==> config.mk <==
export PLATFORM = sky130hd
export DESIGN_NAME = data_send_flat
export DESIGN_NICKNAME = d
export VERILOG_FILES = /design/src/rtl/data_com_pkg.sv /design/src/rtl/data_send_if.sv /design/src/rtl/data_send_sync_fifo.sv /design/src/rtl/data_send.sv /design/src/flat_wrapper.sv
export SDC_FILE = /design/constraint.sdc
export NUM_CORES = 1
export LEC_CHECK = 0
export CORE_MARGIN = 2
export CORE_UTILIZATION = 59
export DETAILED_ROUTE_END_ITERATION = 16
export PLACE_DENSITY = 0.87
export SETUP_SLACK_MARGIN = 0.1
export SYNTH_ARGS = -nofsm -noshare
export SYNTH_HDL_FRONTEND = slang
export SYNTH_SLANG_ARGS = --single-unit
==> constraint.sdc <==
create_clock -name clk -period 4.2 [get_ports clk]
set_clock_uncertainty 0.2 [all_clocks]
set_input_delay 1.26 -clock clk [delete_from_list [all_inputs] [get_ports clk]]
set_output_delay 1.26 -clock clk [all_outputs]
set_load 0.01 [all_outputs]
==> src/rtl/data_com_pkg.sv <==
// Shared definitions for the ping-pong line-buffer read side.
//   clogb2        : bits needed to hold a value (address width helper)
//   state_t       : read controller state encoding
//   PACK_ODD_HIGH : pixel-pair packing order on the output stream
//                   (1 = {odd, even}, odd pixel in the upper half)
package data_com_pkg;

  typedef enum logic [1:0] {
    S_IDLE  = 2'd0,
    S_START = 2'd1,
    S_READ  = 2'd2,
    S_DRAIN = 2'd3
  } state_t;

  localparam bit PACK_ODD_HIGH = 1'b1;

  function automatic int clogb2(input int value);
    int v;
    int n;
    v = value;
    n = 0;
    while (v > 0) begin
      n++;
      v = v >> 1;
    end
    if (n < 1) n = 1;
    return n;
  endfunction

endpackage

==> src/rtl/data_send_if.sv <==
// Output pixel-pair stream (valid/ready).
//   m_valid : beat valid            (master -> slave)
//   m_ready : downstream accept     (slave -> master)
//   m_data  : {odd pixel, even pixel}
//   m_last  : final beat of a line
interface data_send_if #(
  parameter int VIDEO_DATA_WIDTH = 18
);
  logic                          m_valid;
  logic                          m_ready;
  logic [2*VIDEO_DATA_WIDTH-1:0] m_data;
  logic                          m_last;

  modport master (output m_valid, output m_data, output m_last, input m_ready);
  modport slave  (input m_valid, input m_data, input m_last, output m_ready);
endinterface

==> src/rtl/data_send_sync_fifo.sv <==
// sync_fifo: show-ahead synchronous FIFO used as the output skid buffer.
//   clk, rst        : clock, async active-high reset (FIFO empties)
//   wr_en, wr_data  : push (ignored when full)
//   rd_en, rd_data  : pop (ignored when empty); rd_data is the head, 0 when empty
//   count/full/empty: occupancy status
module sync_fifo #(
  parameter  int WIDTH = 8,
  parameter  int DEPTH = 4,
  localparam int CW    = $clog2(DEPTH + 1),
  localparam int PW    = (DEPTH > 1) ? $clog2(DEPTH) : 1
) (
  input  logic             clk,
  input  logic             rst,
  input  logic             wr_en,
  input  logic [WIDTH-1:0] wr_data,
  input  logic             rd_en,
  output logic [WIDTH-1:0] rd_data,
  output logic [CW-1:0]    count,
  output logic             full,
  output logic             empty
);

  logic [WIDTH-1:0] mem [DEPTH];
  logic [PW-1:0]    wr_ptr;
  logic [PW-1:0]    rd_ptr;
  logic             do_wr;
  logic             do_rd;

  assign full  = (count == CW'(DEPTH));
  assign empty = (count == '0);
  assign do_wr = wr_en & ~full;
  assign do_rd = rd_en & ~empty;
  // Gate the head so the output bus reads 0 while nothing is held.
  assign rd_data = empty ? '0 : mem[rd_ptr];

  always_ff @(posedge clk) begin
    if (do_wr) mem[wr_ptr] <= wr_data;
  end

  always_ff @(posedge clk or posedge rst) begin
    if (rst) begin
      wr_ptr <= '0;
      rd_ptr <= '0;
      count  <= '0;
    end else begin
      if (do_wr) wr_ptr <= (wr_ptr == PW'(DEPTH - 1)) ? '0 : wr_ptr + PW'(1);
      if (do_rd) rd_ptr <= (rd_ptr == PW'(DEPTH - 1)) ? '0 : rd_ptr + PW'(1);
      case ({do_wr, do_rd})
        2'b10:   count <= count + CW'(1);
        2'b01:   count <= count - CW'(1);
        default: count <= count;
      endcase
    end
  end

endmodule

==> src/rtl/data_send.sv <==
// data_send: read-side controller for the ping-pong line buffer in data_save.
// Picks the bank holding a completed line (pp_flagr), reads even pixels on
// port A and odd pixels on port B, and streams {odd, even} pairs out through
// a skid FIFO. buf_free pulses once a bank has been fully delivered.
//
// Ports:
//   clk, sclr           : clock, async active-high reset
//   line_rdy            : pulse, one more bank has been written
//   pp_flagr            : bank select (1 = ram1, 0 = ram0)
//   ena_s/enb_s         : RAM read enables
//   addra_s/addrb_s     : even / odd pixel addresses
//   douta_s/doutb_s     : RAM read data, RD_LATENCY after enable
//   strm (master)       : output pixel-pair stream
//   buf_free            : one-cycle pulse, bank released
//   ovf                 : sticky, line_rdy seen with two lines already pending
//   busy                : controller not idle
//   tp_en               : only with DATA_SEND_TEST_PATTERN_EN defined; replaces
//                         pixel data with the pixel indices {2k+1, 2k}
//
// State  | meaning
// IDLE   | no line pending
// START  | flip bank, rewind addresses, consume one pending line
// READ   | issue one read pair per cycle while FIFO credit allows
// DRAIN  | wait for the last beat of the line to be accepted
module data_send
  import data_com_pkg::*;
#(
  parameter  int VIDEO_DATA_WIDTH = 18,
  parameter  int RAM_DEPTH        = 100,
  parameter  int LINE_LEN         = 100,
  parameter  int RD_LATENCY       = 2,
  parameter  int FIFO_DEPTH       = 4,
  localparam int ADDR_WIDTH       = clogb2(RAM_DEPTH - 1)
) (
  input  logic                        clk,
  input  logic                        sclr,
  input  logic                        line_rdy,
  output logic                        pp_flagr,
  output logic                        ena_s,
  output logic                        enb_s,
  output logic [ADDR_WIDTH-1:0]       addra_s,
  output logic [ADDR_WIDTH-1:0]       addrb_s,
  input  logic [VIDEO_DATA_WIDTH-1:0] douta_s,
  input  logic [VIDEO_DATA_WIDTH-1:0] doutb_s,
  data_send_if.master                 strm,
  output logic                        buf_free,
  output logic                        ovf,
`ifdef DATA_SEND_TEST_PATTERN_EN
  input  logic                        tp_en,
`endif
  output logic                        busy
);

  localparam int FW = 2 * VIDEO_DATA_WIDTH + 1;
  localparam int CW = $clog2(FIFO_DEPTH + 1);

  state_t                      state;
  logic [1:0]                  pend;
  logic [RD_LATENCY-1:0]       pv;
  logic [RD_LATENCY-1:0]       pl;
  logic [CW-1:0]               fifo_count;
  logic                        fifo_full;
  logic                        fifo_empty;
  logic [FW-1:0]               fifo_wdata;
  logic [FW-1:0]               fifo_rdata;
  logic [VIDEO_DATA_WIDTH-1:0] even_px;
  logic [VIDEO_DATA_WIDTH-1:0] odd_px;
  logic                        issue;
  logic                        last_pair;
  logic                        line_start;
  logic                        beat_acc;
  logic                        drain_done;

`ifdef DATA_SEND_TEST_PATTERN_EN
  logic [ADDR_WIDTH-1:0]       pa [RD_LATENCY];
`endif

  // Credit counts every read still in the pipe so that all of them, plus the
  // one being issued, are guaranteed a FIFO slot even if nothing is popped.
  assign issue      = (state == S_READ) && !fifo_full &&
                      (int'(fifo_count) + $countones(pv) + 1 <= FIFO_DEPTH);
  assign ena_s      = issue;
  assign enb_s      = issue;
  assign last_pair  = (addra_s == ADDR_WIDTH'(LINE_LEN - 2));
  assign line_start = (state == S_START);
  assign beat_acc   = strm.m_valid & strm.m_ready;
  assign drain_done = (state == S_DRAIN) && (pv == '0) && beat_acc && strm.m_last;

  always_ff @(posedge clk or posedge sclr) begin
    if (sclr) begin
      pend <= 2'd0;
      ovf  <= 1'b0;
    end else begin
      case ({line_rdy, line_start})
        2'b10: begin
          if (pend == 2'd2) ovf <= 1'b1;
          else              pend <= pend + 2'd1;
        end
        2'b01:   pend <= pend - 2'd1;
        default: pend <= pend;
      endcase
    end
  end

  always_ff @(posedge clk or posedge sclr) begin
    if (sclr) begin
      state    <= S_IDLE;
      pp_flagr <= 1'b1;
      addra_s  <= '0;
      addrb_s  <= '0;
      buf_free <= 1'b0;
      busy     <= 1'b0;
    end else begin
      buf_free <= 1'b0;
      case (state)
        S_IDLE: begin
          if (pend != 2'd0) begin
            state <= S_START;
            busy  <= 1'b1;
          end
        end
        S_START: begin
          pp_flagr <= ~pp_flagr;
          addra_s  <= '0;
          addrb_s  <= ADDR_WIDTH'(1);
          state    <= S_READ;
        end
        S_READ: begin
          if (issue) begin
            if (last_pair) begin
              state <= S_DRAIN;
            end else begin
              addra_s <= addra_s + ADDR_WIDTH'(2);
              addrb_s <= addrb_s + ADDR_WIDTH'(2);
            end
          end
        end
        S_DRAIN: begin
          if (drain_done) begin
            buf_free <= 1'b1;
            if (pend != 2'd0) begin
              state <= S_START;
            end else begin
              state <= S_IDLE;
              busy  <= 1'b0;
            end
          end
        end
        default: begin
          state <= S_IDLE;
          busy  <= 1'b0;
        end
      endcase
    end
  end

  // Shadow of the RAM read pipeline: a bit reaches the end exactly when the
  // matching douta_s/doutb_s are valid.
  always_ff @(posedge clk or posedge sclr) begin
    if (sclr) begin
      pv <= '0;
      pl <= '0;
    end else begin
      pv[0] <= issue;
      pl[0] <= issue & last_pair;
      for (int i = 1; i < RD_LATENCY; i++) begin
        pv[i] <= pv[i-1];
        pl[i] <= pl[i-1];
      end
    end
  end

`ifdef DATA_SEND_TEST_PATTERN_EN
  always_ff @(posedge clk or posedge sclr) begin
    if (sclr) begin
      for (int i = 0; i < RD_LATENCY; i++) pa[i] <= '0;
    end else begin
      pa[0] <= addra_s;
      for (int i = 1; i < RD_LATENCY; i++) pa[i] <= pa[i-1];
    end
  end
`endif

  always_comb begin
    even_px = douta_s;
    odd_px  = doutb_s;
`ifdef DATA_SEND_TEST_PATTERN_EN
    if (tp_en) begin
      even_px = VIDEO_DATA_WIDTH'(pa[RD_LATENCY-1]);
      odd_px  = VIDEO_DATA_WIDTH'(pa[RD_LATENCY-1]) + VIDEO_DATA_WIDTH'(1);
    end
`endif
    if (PACK_ODD_HIGH) fifo_wdata = {pl[RD_LATENCY-1], odd_px, even_px};
    else               fifo_wdata = {pl[RD_LATENCY-1], even_px, odd_px};
  end

  sync_fifo #(
    .WIDTH (FW),
    .DEPTH (FIFO_DEPTH)
  ) u_fifo (
    .clk     (clk),
    .rst     (sclr),
    .wr_en   (pv[RD_LATENCY-1]),
    .wr_data (fifo_wdata),
    .rd_en   (strm.m_ready),
    .rd_data (fifo_rdata),
    .count   (fifo_count),
    .full    (fifo_full),
    .empty   (fifo_empty)
  );

  assign strm.m_valid = ~fifo_empty;
  assign strm.m_data  = fifo_rdata[2*VIDEO_DATA_WIDTH-1:0];
  assign strm.m_last  = fifo_rdata[2*VIDEO_DATA_WIDTH];

endmodule
==> src/flat_wrapper.sv <==
// flat-port wrapper written by rule: the top's interface ports become plain ports
module data_send_flat import data_com_pkg::*;
#(
  parameter  int VIDEO_DATA_WIDTH = 18,
  parameter  int RAM_DEPTH        = 100,
  parameter  int LINE_LEN         = 100,
  parameter  int RD_LATENCY       = 2,
  parameter  int FIFO_DEPTH       = 4,
  localparam int ADDR_WIDTH       = clogb2(RAM_DEPTH - 1)
)
  (clk, sclr, line_rdy, pp_flagr, ena_s, enb_s, addra_s, addrb_s, douta_s, doutb_s, buf_free, ovf, busy, strm_m_valid, strm_m_data, strm_m_last, strm_m_ready);
  data_send_if #(.VIDEO_DATA_WIDTH(VIDEO_DATA_WIDTH)) strm_i ();
  input  logic clk;
  input  logic sclr;
  input  logic line_rdy;
  output logic pp_flagr;
  output logic ena_s;
  output logic enb_s;
  output logic [ADDR_WIDTH-1:0] addra_s;
  output logic [ADDR_WIDTH-1:0] addrb_s;
  input  logic [VIDEO_DATA_WIDTH-1:0] douta_s;
  input  logic [VIDEO_DATA_WIDTH-1:0] doutb_s;
  output logic buf_free;
  output logic ovf;
  output logic busy;
  output wire logic [$bits(strm_i.m_valid)-1:0] strm_m_valid;
  output wire logic [$bits(strm_i.m_data)-1:0] strm_m_data;
  output wire logic [$bits(strm_i.m_last)-1:0] strm_m_last;
  input wire logic [$bits(strm_i.m_ready)-1:0] strm_m_ready;
  assign strm_m_valid = strm_i.m_valid;
  assign strm_m_data = strm_i.m_data;
  assign strm_m_last = strm_i.m_last;
  assign strm_i.m_ready = strm_m_ready;
  data_send #(.VIDEO_DATA_WIDTH(VIDEO_DATA_WIDTH), .RAM_DEPTH(RAM_DEPTH), .LINE_LEN(LINE_LEN), .RD_LATENCY(RD_LATENCY), .FIFO_DEPTH(FIFO_DEPTH)) u_core (.clk(clk), .sclr(sclr), .line_rdy(line_rdy), .pp_flagr(pp_flagr), .ena_s(ena_s), .enb_s(enb_s), .addra_s(addra_s), .addrb_s(addrb_s), .douta_s(douta_s), .doutb_s(doutb_s), .strm(strm_i), .buf_free(buf_free), .ovf(ovf), .busy(busy));
endmodule
==> tab_implementation.tex <==
\begin{tabular}{lr}
\hline
Metric & Value \\
\hline
\multicolumn{2}{l}{\textbf{Layout}} \\
\quad Antenna Diode Count & 0 \\
\quad Sequential Area & roughly 5300 sq um \\
\quad Most common cell after layout, fill and taps aside & sky130\_fd\_sc\_hd\_\_edfxtp\_1 \\
\quad Final instance area & between 9000 and 10,000 sq um \\
\quad Total number of nets in the final design & 586 \\
\quad Multi-input combinational cell area & 2030 sq um \\
\quad Number of filler instances in the final layout & 762 \\
\quad Share of layout cells above drive strength 1 & 0.181 \\
\quad Synthesis-to-layout area growth & 23.3\% \\
\quad Final non-filler cell total & 713 \\
\quad Highest-count cells in the layout ignoring fill and taps & sky130\_fd\_sc\_hd\_\_edfxtp\_1 (148), sky130\_fd\_sc\_hd\_\_clkdlybuf4s50\_1 (94), sky130\_fd\_sc\_hd\_\_and2\_1 (38) \\
\multicolumn{2}{l}{\textbf{Placed design}} \\
\quad Final RePlAce weighted congestion & 0.824 \\
\quad Half-perimeter wire length of the detailed placement result & 8710 microns \\
\quad Area of placed instances & around 8600 sq um \\
\quad DP Worst Slack & around 0.18 ns \\
\quad Placed cells & 678 \\
\quad Buffers on Ports & between 90 and 100 \\
\multicolumn{2}{l}{\textbf{Die}} \\
\quad Boundary Pins & 98 \\
\quad Die Footprint & 13,500 sq um \\
\quad Overall die width & around 120 microns \\
\quad Starting density of the core & 0.596 \\
\quad Die Y-Extent & approximately 120 microns \\
\quad Standard-cell row count & 41 \\
\quad Area inside the core boundary & 12,500 sq um \\
\multicolumn{2}{l}{\textbf{Critical path}} \\
\quad Type of destination of the critical path & primary output \\
\quad List of cells traversed by the critical path & or3\_2 -> and2\_1 -> clkdlybuf4s50\_1 \\
\quad Bufs and invs on worst path & 1 \\
\quad Category of the most critical setup path & flop to primary output \\
\quad Arrival @ worst endpoint & roughly 2.5 ns \\
\quad Capture point of the worst reg-to-reg path & u\_core.addrb\_s[5] \\
\quad R2R Setup Slk & 1.26 ns \\
\quad Worst Reg-to-Reg Cells & 11 \\
\quad Largest stage delay on the critical path & 0.82 ns \\
\quad Slowest stage cell on the critical path & sky130\_fd\_sc\_hd\_\_or3\_2 \\
\quad Worst R2R Start & u\_core.pv[0] \\
\quad Critical path fanouts, max & 40 \\
\quad Worst path required time & 2.74 ns \\
\quad Sort of element at the start of the critical path & flop \\
\quad Crit-path leading delay family & simple AND/OR/NAND/NOR gates \\
\multicolumn{2}{l}{\textbf{CTS}} \\
\quad Register clock-pin slew on the reported worst setup and hold paths & roughly 0.060 ns \\
\quad Clk sinks & 180 \\
\quad Clock latency on the worst-skew pair & 0.42 ns \\
\quad CTS root buffer & sky130\_fd\_sc\_hd\_\_clkbuf\_16 \\
\quad TritonCTS clock tree & yes \\
\quad Inserted Clock Buffers & 17 \\
\quad Maximum clock path buffer count & 2 \\
\quad H-tree levels & 4 \\
\quad Hold buffers post-CTS & 0 \\
\multicolumn{2}{l}{\textbf{Timing}} \\
\quad Final worst slack & about 0.24 ns \\
\quad Worst max-slew margin expressed relative to the limit & 0.314 \\
\quad Setup violation total in the final timing report & 0 \\
\quad Slew at the pin closest to its max-slew limit & $\sim$1 ns \\
\quad Hold Vio Cnt, Final & 0 \\
\quad Upper clock frequency limit & 253 MHz \\
\quad Setup repair after global routing missed its margin & false \\
\quad Share of the clock period used by the worst path after layout & 0.943 \\
\quad Setup TNS & 0 ns \\
\quad Final critical delay including setup and external delays & approximately 4.0 ns \\
\quad Fin. max-slew vios & 0 \\
\multicolumn{2}{l}{\textbf{Hold path}} \\
\quad WHS Endpoint & u\_core.pl[1] \\
\quad Hold path start & u\_core.pl[0] \\
\quad Class of the tightest hold or removal check & flop to flop \\
\quad Worst Hold Path Cells & 0 \\
\multicolumn{2}{l}{\textbf{Routing}} \\
\quad Via count of the routed design & 4,081 \\
\quad DR WL/cell & a little under 20 microns \\
\quad Antenna violation net count after detailed routing & 0 \\
\quad Detailed Routing Iterations Pass 1 & 4 \\
\quad DRC & 0 \\
\quad Post-DR vias/cell & 5.72 \\
\quad Total length of routed wires & between 10,000 and 15,000 microns \\
\quad Detailed router's first-iteration violation count & roughly 320 \\
\multicolumn{2}{l}{\textbf{Yosys}} \\
\quad Sequential share of the synthesized area & 0.706 \\
\quad Synth cell types & 50 \\
\quad Warning count from the yosys run & 0 \\
\quad Number of enable flip-flop cells after synthesis & about 150 \\
\quad Mean area per synthesized cell & about 18 sq um \\
\quad Count of mapped cells out of synthesis & 423 \\
\quad Number of nets produced by synthesis & 481 \\
\quad FF+latch count, synth & 180 \\
\quad Proportion of register bits with asynchronous set or reset after synthesis & 0.178 \\
\quad Top flip-flop cell by instance count after synthesis & sky130\_fd\_sc\_hd\_\_edfxtp\_1 \\
\quad Post-synthesis cell area & 7430 sq um \\
\multicolumn{2}{l}{\textbf{Power and ir drop}} \\
\quad Leakage component of the power & 0.00320 uW \\
\quad Cell Pwr Density & just under 700 nW/um\^{}2 \\
\quad Peak supply drop & 0.322 mV \\
\multicolumn{2}{l}{\textbf{Global route}} \\
\quad Wire length of the first global-routing pass & between 20,000 and 25,000 microns \\
\quad Largest net degree at the start of global routing & between 40 and 50 \\
\quad Vias in the first global route & 4,217 \\
\quad Residual overflow from global routing & 0 \\
\quad Overall Global Routing Usage & 0.226 \\
\quad Number of antenna violations at the first check in global routing & 0 \\
\multicolumn{2}{l}{\textbf{Run status}} \\
\quad Result of the run & finished, final reports clean \\
\multicolumn{2}{l}{\textbf{Run}} \\
\quad \# Max-Cap Violations & 0 \\
\hline
\end{tabular}
==> registers in the layout, indices dropped and copies added (netlist names) <==
| name | cells |
|---|---|
| u_core.u_fifo.mem | 148 |
| u_core.pv | 2 |
| u_core.addra_s | 6 |
| u_core.state | 2 |
| u_core.u_fifo.rd_ptr | 2 |
| u_core.u_fifo.wr_ptr | 2 |
| u_core.addrb_s | 7 |
| u_core.pp_flagr | 1 |
| u_core.pend | 2 |
| u_core.buf_free | 1 |
| u_core.ovf | 1 |
| u_core.busy | 1 |
| u_core.u_fifo.count | 3 |
| u_core.pl | 2 |
==> worst reg2reg max path, cell delays in order, from the launching register on <==
cell,delay [ns]
sky130_fd_sc_hd__dfrtp_1,0.38
sky130_fd_sc_hd__inv_1,0.05
sky130_fd_sc_hd__ha_1,0.28
sky130_fd_sc_hd__inv_1,0.05
sky130_fd_sc_hd__ha_1,0.20
sky130_fd_sc_hd__inv_1,0.08
sky130_fd_sc_hd__fa_2,0.46
sky130_fd_sc_hd__o21ai_4,0.18
sky130_fd_sc_hd__buf_4,0.16
sky130_fd_sc_hd__nand3_2,0.20
sky130_fd_sc_hd__or4_1,0.56
sky130_fd_sc_hd__nand3_1,0.10
==> cell type report <==
| class | instances | area share |
|---|---|---|
| Clock buffer | 17 | 0.0464 |
| Clock inverter | 15 | 0.0127 |
| Inverter | 24 | 0.00983 |
| Multi-Input combinational cell | 201 | 0.222 |
| Sequential cell | 180 | 0.573 |
| Tap cell | 172 | 0.0235 |
| Timing Repair Buffer | 104 | 0.113 |
==> per-stage QoR <==
| stage | util | total power (uW) | hold slack [ns] |
|---|---|---|---|
| floorplan | - | 3890 | 0.131 |
| global placement | 0.689 | 4770 | 0.143 |
| detailed placement | 0.689 | 4860 | 0.139 |
| CTS | 0.734 | 6370 | 0.154 |
| global route | 0.735 | 6700 | 0.157 |
| finish | 0.735 | 6340 | 0.151 |
==> Yosys cell counts, types with 2 or more instances <==
library cell                 n  area share
sky130_fd_sc_hd__mux2_2      2      0.0030
sky130_fd_sc_hd__ha_1       16       0.027
sky130_fd_sc_hd__buf_2       5      0.0034
sky130_fd_sc_hd__nor2b_1     5      0.0042
sky130_fd_sc_hd__or4_1       4      0.0040
sky130_fd_sc_hd__mux2i_1     3      0.0040
sky130_fd_sc_hd__o21ai_0     5      0.0034
sky130_fd_sc_hd__a21oi_1     4      0.0027
sky130_fd_sc_hd__a31oi_1     2      0.0017
sky130_fd_sc_hd__xnor2_1     2      0.0024
sky130_fd_sc_hd__clkbuf_1    8      0.0040
sky130_fd_sc_hd__nor2_1      7      0.0035
sky130_fd_sc_hd__edfxtp_1  148        0.60
sky130_fd_sc_hd__o31ai_1     4      0.0040
sky130_fd_sc_hd__nand4_1     2      0.0017
sky130_fd_sc_hd__xor2_1      4      0.0047
sky130_fd_sc_hd__nand3_1    15       0.010
sky130_fd_sc_hd__and2_1     42       0.035
sky130_fd_sc_hd__a41oi_1     2      0.0024
sky130_fd_sc_hd__fa_1        2      0.0054
sky130_fd_sc_hd__nor3_1      2      0.0013
sky130_fd_sc_hd__o311ai_0    2      0.0024
sky130_fd_sc_hd__inv_1      23       0.012
sky130_fd_sc_hd__dfrtp_1    31        0.10
sky130_fd_sc_hd__o211ai_1    4      0.0040
sky130_fd_sc_hd__nand2_1    16      0.0081
sky130_fd_sc_hd__buf_4       3      0.0030
sky130_fd_sc_hd__mux4_2     37        0.11
sky130_fd_sc_hd__a31o_2      2      0.0024
==> how the worst max path moves through the flow <==
stage                      startpoint          end  depth (start not counted)
5_1_grt                  u_core.pv[0]        ena_s                         10
4_1_cts                  u_core.pv[1]        ena_s                         10
3_5_place_dp             u_core.pv[0]        ena_s                         10
6_report       u_core.u_fifo.count[1]  strm_m_last                          3
3_3_place_gp             u_core.pv[1]        enb_s                         10
2_1_floorplan            u_core.pv[1]        enb_s                         10
==> where the power goes <==
group          internal (uW)  switching (uW)  total [uW]  leakage, uW
Clock                    806             630        1440     0.000263
Combinational           1300            1200        2510      0.00119
Sequential              2210             193        2400      0.00174
==> repair_timing <==
| action | CTS | global route |
|---|---|---|
| pin swaps | 2 | 1 |
| setup buffers | 2 | 1 |
| gates resized for setup | 9 | 5 |
| setup endpoints to repair | 2 | 8 |
==> routing by layer <==
| layer | part of all wire | up-vias | track usage |
|---|---|---|---|
| met3 | 0.053 | 22 | 0.0566 |
| li1 | - | 1839 | - |
| met4 | 0.016 | 0 | 0.0817 |
| met2 | 0.54 | 130 | 0.398 |
| met5 | 0 | - | 0 |
| met1 | 0.40 | 2090 | 0.272 |
==> cell families (layout without fill, tap and decap cells) <==
family | after synthesis | count (layout) | share of synthesized area
other | 1 | 1 | 0.000504
muxes | 42 | 42 | 0.119
buffers and inverters | 42 | 160 | 0.0246
AOI/OAI and AO/OA | 34 | 34 | 0.0345
DFF | 180 | 180 | 0.706
xor gates and xnor gates | 6 | 6 | 0.00707
adders and majority gates | 18 | 18 | 0.0323
and+or+nand+nor | 100 | 100 | 0.0762
(Power assumes the default switching activity.)
==> variant (same flow settings) <==
Register the output `ovf` once more, cleared by the reset; this adds one clock of latency there. The other outputs are not delayed to match.
--- a/src/rtl/data_send.sv
+++ b/src/rtl/data_send.sv
@@ -55,4 +55,6 @@
   localparam int CW = $clog2(FIFO_DEPTH + 1);
 
+  logic ovf_s0;
+
   state_t                      state;
   logic [1:0]                  pend;
@@ -90,9 +92,9 @@
     if (sclr) begin
       pend <= 2'd0;
-      ovf  <= 1'b0;
+      ovf_s0 <= 1'b0;
     end else begin
       case ({line_rdy, line_start})
         2'b10: begin
-          if (pend == 2'd2) ovf <= 1'b1;
+          if (pend == 2'd2) ovf_s0 <= 1'b1;
           else              pend <= pend + 2'd1;
         end
@@ -214,3 +216,11 @@
   assign strm.m_last  = fifo_rdata[2*VIDEO_DATA_WIDTH];
 
+  always_ff @(posedge clk or posedge sclr) begin
+    if (sclr) begin
+      ovf <= '0;
+    end else begin
+      ovf <= ovf_s0;
+    end
+  end
+
 endmodule
Function: changed (a bounded check fails within 10 cycles, from zero or initial values).
==> variant against the unedited design <==
- sequential cell count rose by 1
- hold slack improved by 0.00063 ns
- area after synthesis fell by 0.27%
- critical path depth rose by 7
- power rose by 5.3%
- final area rose by 1.0%
- wire length rose by 6.5%
- worst setup slack got worse by 0.060 ns
==> variant: results (changes against the unedited design) <==
- Status: finished, final reports clean (unchanged)
- Gr usage total: 23.79% (was 22.58%)
- Peak VDD IR: 0.0006962 V (was 0.0003215 V)
- Post-Syn Area per Cell: 18.00 sq um (was 17.58 sq um)
- Routability cong.: 0.7868 (was 0.8242)
- Post-Syn Nets: 470 (was 481)
- Nets: 578 (was 586)
- Worst setup startpoint: u_core.pv[0]$_DFF_PP0_ (was u_core.u_fifo.count[1]$_DFFE_PP0P_)
- Worst r2r path cells: 13 (was 11)
- Max incr delay on CP: 0.38 ns (was 0.82 ns)
- Crit path to: ena_s (was strm_m_last)
- Sequential share of the synthesized area: 71.09% (was 70.57%)
- Crit-path slowest cell: dfrtp_1 (was or3_2)
- Hpwl dp: 8689 um (was 8715 um)
- Worst R2R End: u_core.addra_s[5]$_DFFE_PP0P_ (was u_core.addrb_s[5]$_DFFE_PP0P_)
- Area contributors post-synth: edfxtp_1, mux4_2, dfrtp_1, and2_1, ha_1 (unchanged)
- Yosys cell types: 46 (was 50)
- Ys async rst share: 18.23% (was 17.78%)
- Iter 0 DRT Violations: 244 (was 321)
- Vias in the first global route: 4201 (was 4217)
- Average wire per standard cell: 21.43 um (was 19.78 um)
- Crit path max fanout: 3 (was 40)
- Delay-heaviest family, CP: adder cells (was simple AND/OR/NAND/NOR gates)
- Vias: 4067 (was 4081)
- Placed cell areas: 0.008602 sq mm (was 0.008588 sq mm)
- Commonest cells post-synth: edfxtp_1, and2_1, mux4_2 (unchanged)
- Dpl ws: -0.03886 ns (was 0.1837 ns)
- Relative slew margins: 32.00% (was 31.40%)
- Final WS setup: 0.1814 ns (was 0.2411 ns)
==> variant: cell families (layout without fill, tap and decap cells) <==
kind of cell	Yosys count	after routing	share of synthesized area, %
AO/OA/AOI/OAI	29	29	3.206
XOR/XNOR	6	6	0.7089
adder cells (fa/ha/maj)	18	18	3.240
buffers and inverters	40	161	2.346
flip-flops	181	181	71.09
multiplexers	44	44	12.23
other	1	1	0.05058
AND/OR/NAND/NOR	93	93	7.121
==> variant: metal layers <==
layer	wire [um]	global-route usage [%]	vias to the layer above
met5	0	0	-
met4	163	7.302	0
met3	996	6.227	16
met2	8079	41.83	155
met1	5780	29.32	2098
li1	-	-	1798
==> variant: final cells by class <==
class                   count  area, sq um
inverters                  22        82.58
fillers                   702         2903
repair buffers            107         1059
well taps                 168        210.2
clock inverters            13        180.2
clock buffers              19        432.9
flip-flops and latches    181         5279
multi-input cells         191         2016
==> variant: what timing repair did <==
action                     in CTS  in global routing
setup endpoints to repair       2                 11
pin swaps                       1                  3
resized for setup               4                 15
buffers inserted                0                  1
==> variant: worst min path at each step <==
| stage | to |
|---|---|
| 3_5_place_dp | u_core.pl[1]$_DFF_PP0_ |
| 4_1_cts | u_core.pl[1]$_DFF_PP0_ |
| 3_3_place_gp | u_core.pl[1]$_DFF_PP0_ |
| 6_report | u_core.pl[1]$_DFF_PP0_ |
| 5_1_grt | u_core.pl[1]$_DFF_PP0_ |
| 2_1_floorplan | u_core.pl[1]$_DFF_PP0_ |
==> variant: power breakdown <==
part	total, mW	internal [mW]	switching, mW
Combinational	2.55	1.38	1.17
Sequential	2.47	2.22	0.252
Clock	1.65	0.995	0.652
Total	6.68	4.60	2.08
